## src/rtl/mem_byte_arbiter.sv

```systemverilog
// ---------------------------------------------------------------------------
// mem_byte_arbiter
//
// Shares one byte-wide synchronous data RAM between two requesters:
// r0 (CPU load/store unit) and r1 (debug/DMA loader).  Requests are
// arbitrated round-robin.  Each byte/half/word access is split into
// sequential little-endian byte cycles on the RAM port.  Load data is
// sign- or zero-extended and returned with a one-cycle done pulse.
//
// Optional feature macro: MEM_ALIGN_CHECK_EN
//   defined   : misaligned half/word accesses skip the RAM and finish with err=1
//   undefined : misaligned accesses run byte-wise, err outputs stay 0
//
// Ports
//   i_clk, i_rst            clock, synchronous active-high reset
//   i_rN_req                access request, held until o_rN_gnt
//   i_rN_we                 1 = store, 0 = load
//   i_rN_size               00 byte, 01 half, 10 word, 11 illegal
//   i_rN_uns                loads: 1 = zero-extend, 0 = sign-extend
//   i_rN_addr               byte address (bits above ADDR_W ignored)
//   i_rN_wdata              store data, low bytes used per size
//   o_rN_gnt                request accepted; fields sampled this cycle
//   o_rN_done               one-cycle completion pulse
//   o_rN_rdata              load result, qualified by o_rN_done
//   o_rN_err                alignment error, qualified by o_rN_done
//   o_m_en/o_m_we           RAM byte access / write enable
//   o_m_addr, o_m_wdata     RAM byte address / write byte
//   i_m_rdata               RAM read byte, valid one cycle after a read
// ---------------------------------------------------------------------------
module mem_byte_arbiter #(
    parameter int ADDR_W = 8
) (
    input  logic              i_clk,
    input  logic              i_rst,

    input  logic              i_r0_req,
    input  logic              i_r0_we,
    input  logic [1:0]        i_r0_size,
    input  logic              i_r0_uns,
    input  logic [31:0]       i_r0_addr,
    input  logic [31:0]       i_r0_wdata,
    output logic              o_r0_gnt,
    output logic              o_r0_done,
    output logic [31:0]       o_r0_rdata,
    output logic              o_r0_err,

    input  logic              i_r1_req,
    input  logic              i_r1_we,
    input  logic [1:0]        i_r1_size,
    input  logic              i_r1_uns,
    input  logic [31:0]       i_r1_addr,
    input  logic [31:0]       i_r1_wdata,
    output logic              o_r1_gnt,
    output logic              o_r1_done,
    output logic [31:0]       o_r1_rdata,
    output logic              o_r1_err,

    output logic              o_m_en,
    output logic              o_m_we,
    output logic [ADDR_W-1:0] o_m_addr,
    output logic [7:0]        o_m_wdata,
    input  logic [7:0]        i_m_rdata
);

    typedef enum logic [1:0] {IDLE, XFER, DRAIN, DONE} state_t;

    state_t              r_state;
    logic                r_last;
    logic                r_sel;
    logic                r_we;
    logic                r_uns;
    logic [1:0]          r_size;
    logic [1:0]          r_cnt;
    logic [ADDR_W-1:0]   r_addr;
    logic [31:0]         r_wdata;
    logic [31:0]         r_rbuf;

    logic                r_r0_done;
    logic                r_r1_done;
    logic [31:0]         r_r0_rdata;
    logic [31:0]         r_r1_rdata;
    logic                r_r0_err;
    logic                r_r1_err;
    logic                r_m_en;
    logic                r_m_we;
    logic [ADDR_W-1:0]   r_m_addr;
    logic [7:0]          r_m_wdata;

    logic                w_gnt0;
    logic                w_gnt1;
    logic                w_gnt;
    logic                w_pick;
    logic                w_we;
    logic [1:0]          w_size;
    logic                w_uns;
    logic [ADDR_W-1:0]   w_addr;
    logic [31:0]         w_wdata;
    logic                w_misal;
    logic                w_skip;
    logic [1:0]          w_lastIdx;
    logic [1:0]          w_capIdx;
    logic [31:0]         w_ldata;
    logic [31:0]         w_ext;
    logic                w_fin;
    logic                w_finSel;
    logic [31:0]         w_finData;
    logic                w_finErr;
    logic                w_unused;

    // Upper request address bits are intentionally ignored.
    assign w_unused = ^{i_r0_addr[31:ADDR_W], i_r1_addr[31:ADDR_W]};

    // Round-robin: on a conflict the requester that did not win last time
    // is granted.  Grant is only offered in IDLE and never during reset.
    assign w_gnt0 = (r_state == IDLE) && !i_rst && i_r0_req && (!i_r1_req || r_last);
    assign w_gnt1 = (r_state == IDLE) && !i_rst && i_r1_req && (!i_r0_req || !r_last);
    assign w_gnt  = w_gnt0 || w_gnt1;
    assign w_pick = w_gnt1;

    assign w_we    = w_pick ? i_r1_we    : i_r0_we;
    assign w_size  = w_pick ? i_r1_size  : i_r0_size;
    assign w_uns   = w_pick ? i_r1_uns   : i_r0_uns;
    assign w_addr  = w_pick ? i_r1_addr[ADDR_W-1:0] : i_r0_addr[ADDR_W-1:0];
    assign w_wdata = w_pick ? i_r1_wdata : i_r0_wdata;

`ifdef MEM_ALIGN_CHECK_EN
    assign w_misal = ((w_size == 2'b01) && w_addr[0]) ||
                     ((w_size == 2'b10) && (w_addr[1:0] != 2'b00));
`else
    assign w_misal = 1'b0;
`endif

    // Accesses that never touch the RAM go straight to DONE.
    assign w_skip = (w_size == 2'b11) || w_misal;

    // Index of the final byte of the latched access.
    always_comb begin
        case (r_size)
            2'b00:   w_lastIdx = 2'd0;
            2'b01:   w_lastIdx = 2'd1;
            default: w_lastIdx = 2'd3;
        endcase
    end

    // The RAM byte arriving now belongs to the previous XFER cycle, except
    // in DRAIN where the counter was held on the final byte.
    assign w_capIdx = (r_state == DRAIN) ? r_cnt : (r_cnt - 2'd1);

    // Merge the arriving byte into the assembly buffer and extend the
    // result according to size and signedness.
    always_comb begin
        w_ldata = r_rbuf;
        w_ldata[{w_capIdx, 3'b000} +: 8] = i_m_rdata;
        case (r_size)
            2'b00:   w_ext = r_uns ? {24'h000000, w_ldata[7:0]}
                                   : {{24{w_ldata[7]}}, w_ldata[7:0]};
            2'b01:   w_ext = r_uns ? {16'h0000, w_ldata[15:0]}
                                   : {{16{w_ldata[15]}}, w_ldata[15:0]};
            default: w_ext = w_ldata;
        endcase
    end

    // Decide whether the next cycle is a DONE cycle, for whom, and with
    // which result.  Stores and skipped accesses return zero data.
    always_comb begin
        w_fin     = 1'b0;
        w_finSel  = r_sel;
        w_finData = 32'h0000_0000;
        w_finErr  = 1'b0;
        case (r_state)
            IDLE: begin
                if (w_gnt && w_skip) begin
                    w_fin    = 1'b1;
                    w_finSel = w_pick;
                    w_finErr = w_misal;
                end
            end
            XFER: begin
                if ((r_cnt == w_lastIdx) && r_we) begin
                    w_fin = 1'b1;
                end
            end
            DRAIN: begin
                w_fin     = 1'b1;
                w_finData = w_ext;
            end
            default: ;
        endcase
    end

    // Main FSM with registered RAM port and result outputs.
    always_ff @(posedge i_clk) begin
        if (i_rst) begin
            r_state    <= IDLE;
            r_last     <= 1'b1;
            r_sel      <= 1'b0;
            r_we       <= 1'b0;
            r_uns      <= 1'b0;
            r_size     <= 2'b00;
            r_cnt      <= 2'd0;
            r_addr     <= '0;
            r_wdata    <= 32'h0000_0000;
            r_rbuf     <= 32'h0000_0000;
            r_r0_done  <= 1'b0;
            r_r1_done  <= 1'b0;
            r_r0_rdata <= 32'h0000_0000;
            r_r1_rdata <= 32'h0000_0000;
            r_r0_err   <= 1'b0;
            r_r1_err   <= 1'b0;
            r_m_en     <= 1'b0;
            r_m_we     <= 1'b0;
            r_m_addr   <= '0;
            r_m_wdata  <= 8'h00;
        end else begin
            r_r0_done <= 1'b0;
            r_r1_done <= 1'b0;

            if (w_fin) begin
                if (w_finSel) begin
                    r_r1_done  <= 1'b1;
                    r_r1_rdata <= w_finData;
                    r_r1_err   <= w_finErr;
                end else begin
                    r_r0_done  <= 1'b1;
                    r_r0_rdata <= w_finData;
                    r_r0_err   <= w_finErr;
                end
            end

            case (r_state)
                IDLE: begin
                    if (w_gnt) begin
                        r_sel   <= w_pick;
                        r_last  <= w_pick;
                        r_we    <= w_we;
                        r_size  <= w_size;
                        r_uns   <= w_uns;
                        r_addr  <= w_addr;
                        r_wdata <= w_wdata;
                        r_cnt   <= 2'd0;
                        if (w_skip) begin
                            r_state <= DONE;
                        end else begin
                            r_state   <= XFER;
                            r_m_en    <= 1'b1;
                            r_m_we    <= w_we;
                            r_m_addr  <= w_addr;
                            r_m_wdata <= w_wdata[7:0];
                        end
                    end
                end
                XFER: begin
                    if (!r_we && (r_cnt != 2'd0)) begin
                        r_rbuf <= w_ldata;
                    end
                    if (r_cnt == w_lastIdx) begin
                        r_m_en  <= 1'b0;
                        r_m_we  <= 1'b0;
                        r_state <= r_we ? DONE : DRAIN;
                    end else begin
                        // Address wraps modulo the RAM size.
                        r_cnt     <= r_cnt + 2'd1;
                        r_m_addr  <= r_addr + ADDR_W'(r_cnt) + ADDR_W'(1);
                        r_m_wdata <= r_wdata[{r_cnt + 2'd1, 3'b000} +: 8];
                    end
                end
                DRAIN: begin
                    r_rbuf  <= w_ldata;
                    r_state <= DONE;
                end
                DONE: begin
                    r_state <= IDLE;
                end
                default: r_state <= IDLE;
            endcase
        end
    end

    assign o_r0_gnt   = w_gnt0;
    assign o_r1_gnt   = w_gnt1;
    assign o_r0_done  = r_r0_done;
    assign o_r1_done  = r_r1_done;
    assign o_r0_rdata = r_r0_rdata;
    assign o_r1_rdata = r_r1_rdata;
    assign o_r0_err   = r_r0_err;
    assign o_r1_err   = r_r1_err;
    assign o_m_en     = r_m_en;
    assign o_m_we     = r_m_we;
    assign o_m_addr   = r_m_addr;
    assign o_m_wdata  = r_m_wdata;

endmodule

```

## config.mk

```make
export PLATFORM = sky130hd
export DESIGN_NAME = mem_byte_arbiter
export DESIGN_NICKNAME = d
export VERILOG_FILES = /design/src/rtl/mem_byte_arbiter.sv
export SDC_FILE = /design/constraint.sdc
export NUM_CORES = 1
export LEC_CHECK = 0
export ABC_AREA = 1
export CELL_PAD_IN_SITES_DETAIL_PLACEMENT = 0
export CELL_PAD_IN_SITES_GLOBAL_PLACEMENT = 2
export CORE_UTILIZATION = 23
export CTS_CLUSTER_SIZE = 14
export DETAILED_ROUTE_END_ITERATION = 8
export PLACE_DENSITY_LB_ADDON = 0.2
export SLEW_MARGIN = 15
export SYNTH_ARGS = -nofsm -noshare
export SYNTH_HDL_FRONTEND = slang
export SYNTH_SLANG_ARGS = --single-unit
```

## constraint.sdc

```tcl
create_clock -name i_clk -period 3.35 [get_ports i_clk]
set_input_delay 0.67 -clock i_clk [delete_from_list [all_inputs] [get_ports i_clk]]
set_output_delay 0.67 -clock i_clk [all_outputs]
set_load 0.03 [all_outputs]
```

== After elaboration in Yosys (flattened, before gate mapping) ==
Index checks and enable logic that the tools add are counted.
W data, S select, Z words.

* Shifts and indexed selects: 3
* Equality and inequality tests: 11
* $add $sub $neg: 5
* Muxes and demuxes: 44
* Reductions and logical operators: 30
* Bitwise logic cells: 2

{| class="wikitable"
|+ Operators by type and width
! operator !! number
|-
| $mux W32 || 5
|-
| $pmux W32 S2 || 2
|-
| $mux W8 || 7
|-
| $bwmux W32 || 1
|-
| $pmux W8 S2 || 2
|-
| $shift A8 B7 Y32 const A || 1
|-
| $shiftx A32 B6 Y8 || 1
|-
| $shiftx A8 B7 Y32 || 1
|-
| $mux W1 || 14
|-
| $mux W2 || 7
|-
| $ne A2 B2 Y1 const B || 5
|-
| $reduce_and A2 Y1 || 5
|-
| $add A8 B1 Y8 const B || 1
|-
| $add A8 B2 Y8 || 1
|-
| $logic_and A1 B1 Y1 || 8
|-
| $pmux W2 S2 || 2
|-
| $pmux W2 S4 || 1
|-
| $reduce_and A4 Y1 || 2
|-
| $neg A5 Y7 || 1
|-
| $eq A2 B2 Y1 const B || 3
|-
| $reduce_bool A2 Y1 || 3
|-
| $logic_not A1 Y1 || 5
|-
| $eq A2 B1 Y1 const B || 2
|-
| $logic_not A2 Y1 || 2
|-
| 9 further kinds || 13
|}

* Input bits: 148
* Register bits: 166
* Logic and storage cells: 113
* Output and inout port bits: 88

== Depth between registers and ports, before layout ==
* Depth in word-level cells: 11
* Mapped depth: 21
* Depth with buffers taken out: 17

== Worst setup path after synthesis ==
Ideal clock, no wire load.

* Path type: register -> register
* Start: reg r_cnt[0]
* End: reg r_r1_rdata[22], in the netlist o_r1_rdata[22]
* Stages on the path, launching flop included: 19
* Buffers on the path: 6
* Path slack: 0.232 ns
* Library setup time: 0.113 ns
* Arrival: 3.004 ns
* Period minus slack after synthesis: 3.118 ns
* Required time: 3.237 ns
* Cell sequence: dfxtp_1 > buf_2 > inv_1 > buf_2 > clkbuf_1 > ha_1 > buf_2 > o21ai_2 > ha_1 > clkbuf_1 > nand2_1 > nand3_1 > nand3_2 > nand3_2 > buf_6 > nand2_1 > nand3_1 > nand2_1 > nor2_1

* Longest elaborated chain between the ends: 8
* Elaborated cells on any way between the ends: 15
* Classes of those cells: add/sub (2); eq/ne (1); shift (2); mux (8); reduce/logical (2)

{| class="wikitable"
|+ Ends and longest elaborated chain
! element !! line !! source
|-
| start: declaration || 73 || <nowiki>logic [1:0] r_cnt;</nowiki>
|-
| start signal: assignment || 262 || <nowiki>r_cnt <= r_cnt + 2'd1;</nowiki>
|-
| $sub A2 B1 Y2 || 147 || <nowiki>assign w_capIdx = (r_state == DRAIN) ? r_cnt : (r_cnt - 2'd1);</nowiki>
|-
| $mux W2 || 147 ||
|-
| $neg A5 Y7 || 153 || <nowiki>w_ldata[{w_capIdx, 3'b000} +: 8] = i_m_rdata;</nowiki>
|-
| $shiftx A8 B7 Y32 or $shift A8 B7 Y32 (tied branches) || 153 ||
|-
| $bwmux W32 || 153 ||
|-
| $mux W32, on equally long branches || 157, 155 ||
|-
| $pmux W32 S2 || 154 || <nowiki>case (r_size)</nowiki>
|-
| $mux W32 || 170 || <nowiki>case (r_state)</nowiki>
|-
| end signal: assignment || 221 || <nowiki>r_r1_rdata <= w_finData;</nowiki>
|-
| end: declaration || 81 || <nowiki>logic [31:0] r_r1_rdata;</nowiki>
|}

Parallel ways exist; a longest one is shown, timed or not.
A chain may end at the register's enable or synchronous reset.

== Final worst setup path ==
* Start: in i_r0_req
* End: out o_r1_gnt

* Longest elaborated chain between the ends: 3

{| class="wikitable"
|+ Ends and longest elaborated chain
! element !! line !! source
|-
| start: declaration || 36 || <nowiki>input logic i_r0_req,</nowiki>
|-
| $logic_not A1 Y1 || 116 || <nowiki>assign w_gnt1 = (r_state == IDLE) && !i_rst && i_r1_req && (!i_r0_req || !r_last);</nowiki>
|-
| $logic_or A1 B1 Y1 || 116 ||
|-
| $logic_and A1 B1 Y1 || 116 ||
|-
| end: declaration || 53 || <nowiki>output logic o_r1_gnt,</nowiki>
|}

Every way passes these cells.

==> PnR_summary.wiki <==
{| class="wikitable"
! Metric !! Value
|-
| Number of synthesized flops with an enable pin || 0
|-
| Row count || 70
|-
| Cell Pwr Density || 842 nW/µm²
|-
| FILL cells || 4,098
|-
| Number of distinct library cells after synthesis || 39
|-
| Main flop type after synthesis || sky130_fd_sc_hd__dfxtp_1
|-
| Iteration-0 DRC count of the detailed router || 452
|-
| Ordered cell list for the critical path || clkdlybuf4s50_1, nand2_1, nand4_1, inv_1, buf_4
|-
| Buffer levels on the longest clock path || 2
|-
| Post-route worst hold slack || 478 ps
|-
| Skew final || 11.2 ps
|-
| Register area || 3320 µm²
|-
| Register bit total from synthesis || 166
|-
| Number of antenna violations at the first check in global routing || 0
|-
| Worst min-delay path startpoint || o_m_en
|-
| Die area || 38,600 µm²
|-
| Initial core utilization || 23.6%
|-
| Clock tree root driver cell || sky130_fd_sc_hd__clkbuf_16
|-
| Setup TNS || 0 ps
|-
| Endpoint required time on the critical path || 2680 ps
|-
| Maximum number of pins on one net before global-route repair || 156
|-
| Growth of design area from synthesis to finish || 33.2%
|-
| Status || completed
|-
| Max-cap check violation count || 0
|-
| Amount of wire on met3 after detailed routing || 811 µm
|-
| Diodes inserted || 0
|-
| Residual DRC || 0
|-
| Buffers and inverters on the worst path || 3
|-
| Worst slack at placement || 216 ps
|-
| Gate count after technology mapping || 1,322
|-
| Setup-failing EPs final || 0
|-
| Clock tree from TritonCTS || done
|-
| Setup slack of the critical path after layout || 419 ps
|-
| Startpoint Class || primary input
|-
| Category of cells accounting for the largest share of critical-path delay || buffers and inverters
|-
| Footprint of the multi-input gates || 4400 µm²
|-
| Capturing point of the worst reg2reg path || o_r0_rdata[23]
|-
| Transition time at the pin with the least slew margin || 724 ps
|-
| Net count of the finished layout || 1,628
|-
| Share of synthesized area occupied by flip-flops and latches || 38.2%
|-
| Total congestion overflow after global routing || 0
|-
| Number of buffers inserted by hold repair at cts || 0
|-
| Global-route wire length before repair || 45.7 mm
|-
| Clock slew at reported path FFs || 70 ps
|-
| Arrival time at the worst endpoint || 2260 ps
|-
| Yosys warning total || 0
|-
| Post-CTS Resized || 0
|-
| Share of the synthesized area in the top cell type || 38.2%
|-
| Vias/cell || 4.28
|-
| Element type at the critical path end || primary output
|-
| Commonest cells after routing, fill and taps aside || sky130_fd_sc_hd__nand2_1, sky130_fd_sc_hd__nor2_1, sky130_fd_sc_hd__clkdlybuf4s50_1, sky130_fd_sc_hd__dfxtp_1, sky130_fd_sc_hd__inv_1
|-
| Stage delay of the slowest cell on the critical path || 470 ps
|-
| Number of slew-limit violations in the final report || 0
|-
| Total count of hold-check failures in the final report || 0
|-
| Largest cells by area after synthesis || sky130_fd_sc_hd__dfxtp_1, sky130_fd_sc_hd__nand2_1, sky130_fd_sc_hd__nor2_1
|-
| Area of the core || 36,900 µm²
|-
| Worst-path fanout max || 14
|-
| Number of search-and-repair iterations in the first detailed-routing pass || 7
|-
| Weighted congestion reported at the end of routability-driven placement || 0.778
|-
| Static leakage power || 0.00531 µW
|-
| End of the worst hold path || o_m_en
|-
| Vias || 8,493
|-
| GRT Util Overall || 15.2%
|-
| Slew margin rel. || 51.8%
|-
| Total CTS buffers || 17
|-
| Number of setup buffers added after CTS || 0
|-
| Most common library cell in the layout ignoring fill and taps || sky130_fd_sc_hd__nand2_1
|-
| Level count of the clock H-tree || 4
|-
| Top cell type by total area after synthesis || sky130_fd_sc_hd__dfxtp_1
|-
| Critical Path Slowest Stage Cell || sky130_fd_sc_hd__inv_1
|-
| Total wirelength of the detailed-routed design || 28.6 mm
|-
| Register-to-register setup slack || 490 ps
|-
| Detailed Place HPWL || 20.5 mm
|-
| Share of final-layout standard cells stronger than drive strength 1 || 6.68%
|-
| Crit share post-route || 87.5%
|-
| Async set-or-reset flop fraction in the synthesized netlist || 0%
|-
| Top layer used by detailed routing || met4
|-
| Length of routed wiring on met1 || 14.1 mm
|-
| Insertion delay to the later sink of the worst-skew pair || 430 ps
|-
| Height of the chip || 196 µm
|-
| Startpoint of the lowest-slack register-to-register path || r_state[0]
|-
| Peak clock frequency supported by timing || 341 MHz
|-
| Clock sink count || 166
|-
| Number of cells on the worst hold path || 2
|-
| Setup repair after global routing missed its margin || false
|-
| Number of global-route vias before repair || 8,151
|-
| Mean post-synth cell area || 6.58 µm²
|-
| Time the worst path needs with I/O delays and setup || 2930 ps
|-
| Min-delay worst type || flop to flop
|-
| WL per Instance || 14.4 µm
|-
| Critical path class || primary input to primary output
|-
| I/O pin cnt || 236
|-
| Horiz. Die Dim || 196 µm
|-
| Area of the mapped netlist || 8700 µm²
|-
| R2R depth || 16
|-
| Routed Antenna Nets || 0
|-
| Power after layout || 9750 µW
|-
| Number of I/O port buffers || 185
|-
| Routed wl met2 || 13.5 mm
|-
| VDD IR-drop max || 0.000391 V
|-
| Core Util, Final || 31.4%
|}
==> kinds of logic (layout without fill, tap and decap cells) <==
logic type,count (synthesis),after routing,share of synthesized area [%]
AND/OR/NAND/NOR,684,684,32.8
buffers and inverters,240,398,11.3
AO/OA/AOI/OAI,212,212,15.1
flip-flops,166,166,38.2
adder cells (fa/ha/maj),12,12,1.81
multiplexers,4,4,0.460
XOR/XNOR,3,3,0.302
other,1,2,0.0431
==> metal layers <==
metal / track usage [%] / vias to the layer above
met5: 0 / -
met4: 3.30 / 0
met3: 2.45 / 12
met2: 25.2 / 132
met1: 20.6 / 3857
li1: - / 4492
==> how the worst max path moves through the flow <==
| stage | from | to | cells past startpoint |
|---|---|---|---|
| floorplan | r_cnt[0] | o_r1_rdata[22] | 18 |
| global placement | i_r1_req | o_r1_rdata[24] | 9 |
| detailed placement | i_rst | o_r1_rdata[29] | 10 |
| CTS | i_rst | o_r1_gnt | 5 |
| global route | r_state[0] | o_r0_rdata[25] | 17 |
| finish | i_r0_req | o_r1_gnt | 5 |
==> state kept, by name (all words and copies together), names as in the netlist <==
name / count
o_r0_rdata: 32
r_sel: 1
r_state: 2
o_m_addr: 8
r_wdata: 32
o_r0_done: 1
o_m_wdata: 8
o_r1_rdata: 32
r_uns: 1
r_cnt: 2
o_m_en: 1
r_last: 1
r_addr: 8
r_we: 1
r_size: 2
o_r1_done: 1
o_m_we: 1
r_rbuf: 32
==> Yosys cell counts, types with 11 or more instances <==
| cell | number |
|---|---|
| sky130_fd_sc_hd__o21ai_0 | 97 |
| sky130_fd_sc_hd__inv_1 | 145 |
| sky130_fd_sc_hd__clkbuf_1 | 47 |
| sky130_fd_sc_hd__a21oi_1 | 20 |
| sky130_fd_sc_hd__buf_2 | 22 |
| sky130_fd_sc_hd__o21bai_1 | 15 |
| sky130_fd_sc_hd__nor2_1 | 208 |
| sky130_fd_sc_hd__ha_1 | 11 |
| sky130_fd_sc_hd__o211ai_1 | 72 |
| sky130_fd_sc_hd__dfxtp_1 | 166 |
| sky130_fd_sc_hd__nand3_1 | 115 |
| sky130_fd_sc_hd__nand2_1 | 325 |
==> worst reg2reg max path, delay by kind of cell, from the launching register on <==
| kind | cells | cell delay [ps] |
|---|---|---|
| and+or+nand+nor | 11 | 1390 |
| DFF | 1 | 390 |
| adders and majority gates | 2 | 560 |
| buffers and inverters | 3 | 450 |
==> area by class of cell <==
| cell class | instances | area share, % |
|---|---|---|
| Multi-Input combinational cell | 917 | 37.9 |
| Tap cell | 504 | 5.44 |
| Sequential cell | 166 | 28.7 |
| Inverter | 155 | 5.04 |
| Clock buffer | 19 | 3.74 |
| Clock inverter | 13 | 1.09 |
| Timing Repair Buffer | 211 | 18.1 |
==> where the power goes <==
| group | switching (µW) | total (µW) | internal, µW |
|---|---|---|---|
| logic | 3140 | 4870 | 1730 |
| clock network | 899 | 1930 | 1030 |
| registers | 338 | 2950 | 2610 |
==> stage by stage <==
step,area (µm²),instances
after floorplan,8700,1323
after global placement,11000,1953
after detailed placement,11000,1953
after CTS,11600,1985
after global routing,11600,1985
final,11600,1985
(Power assumes the default switching activity.)
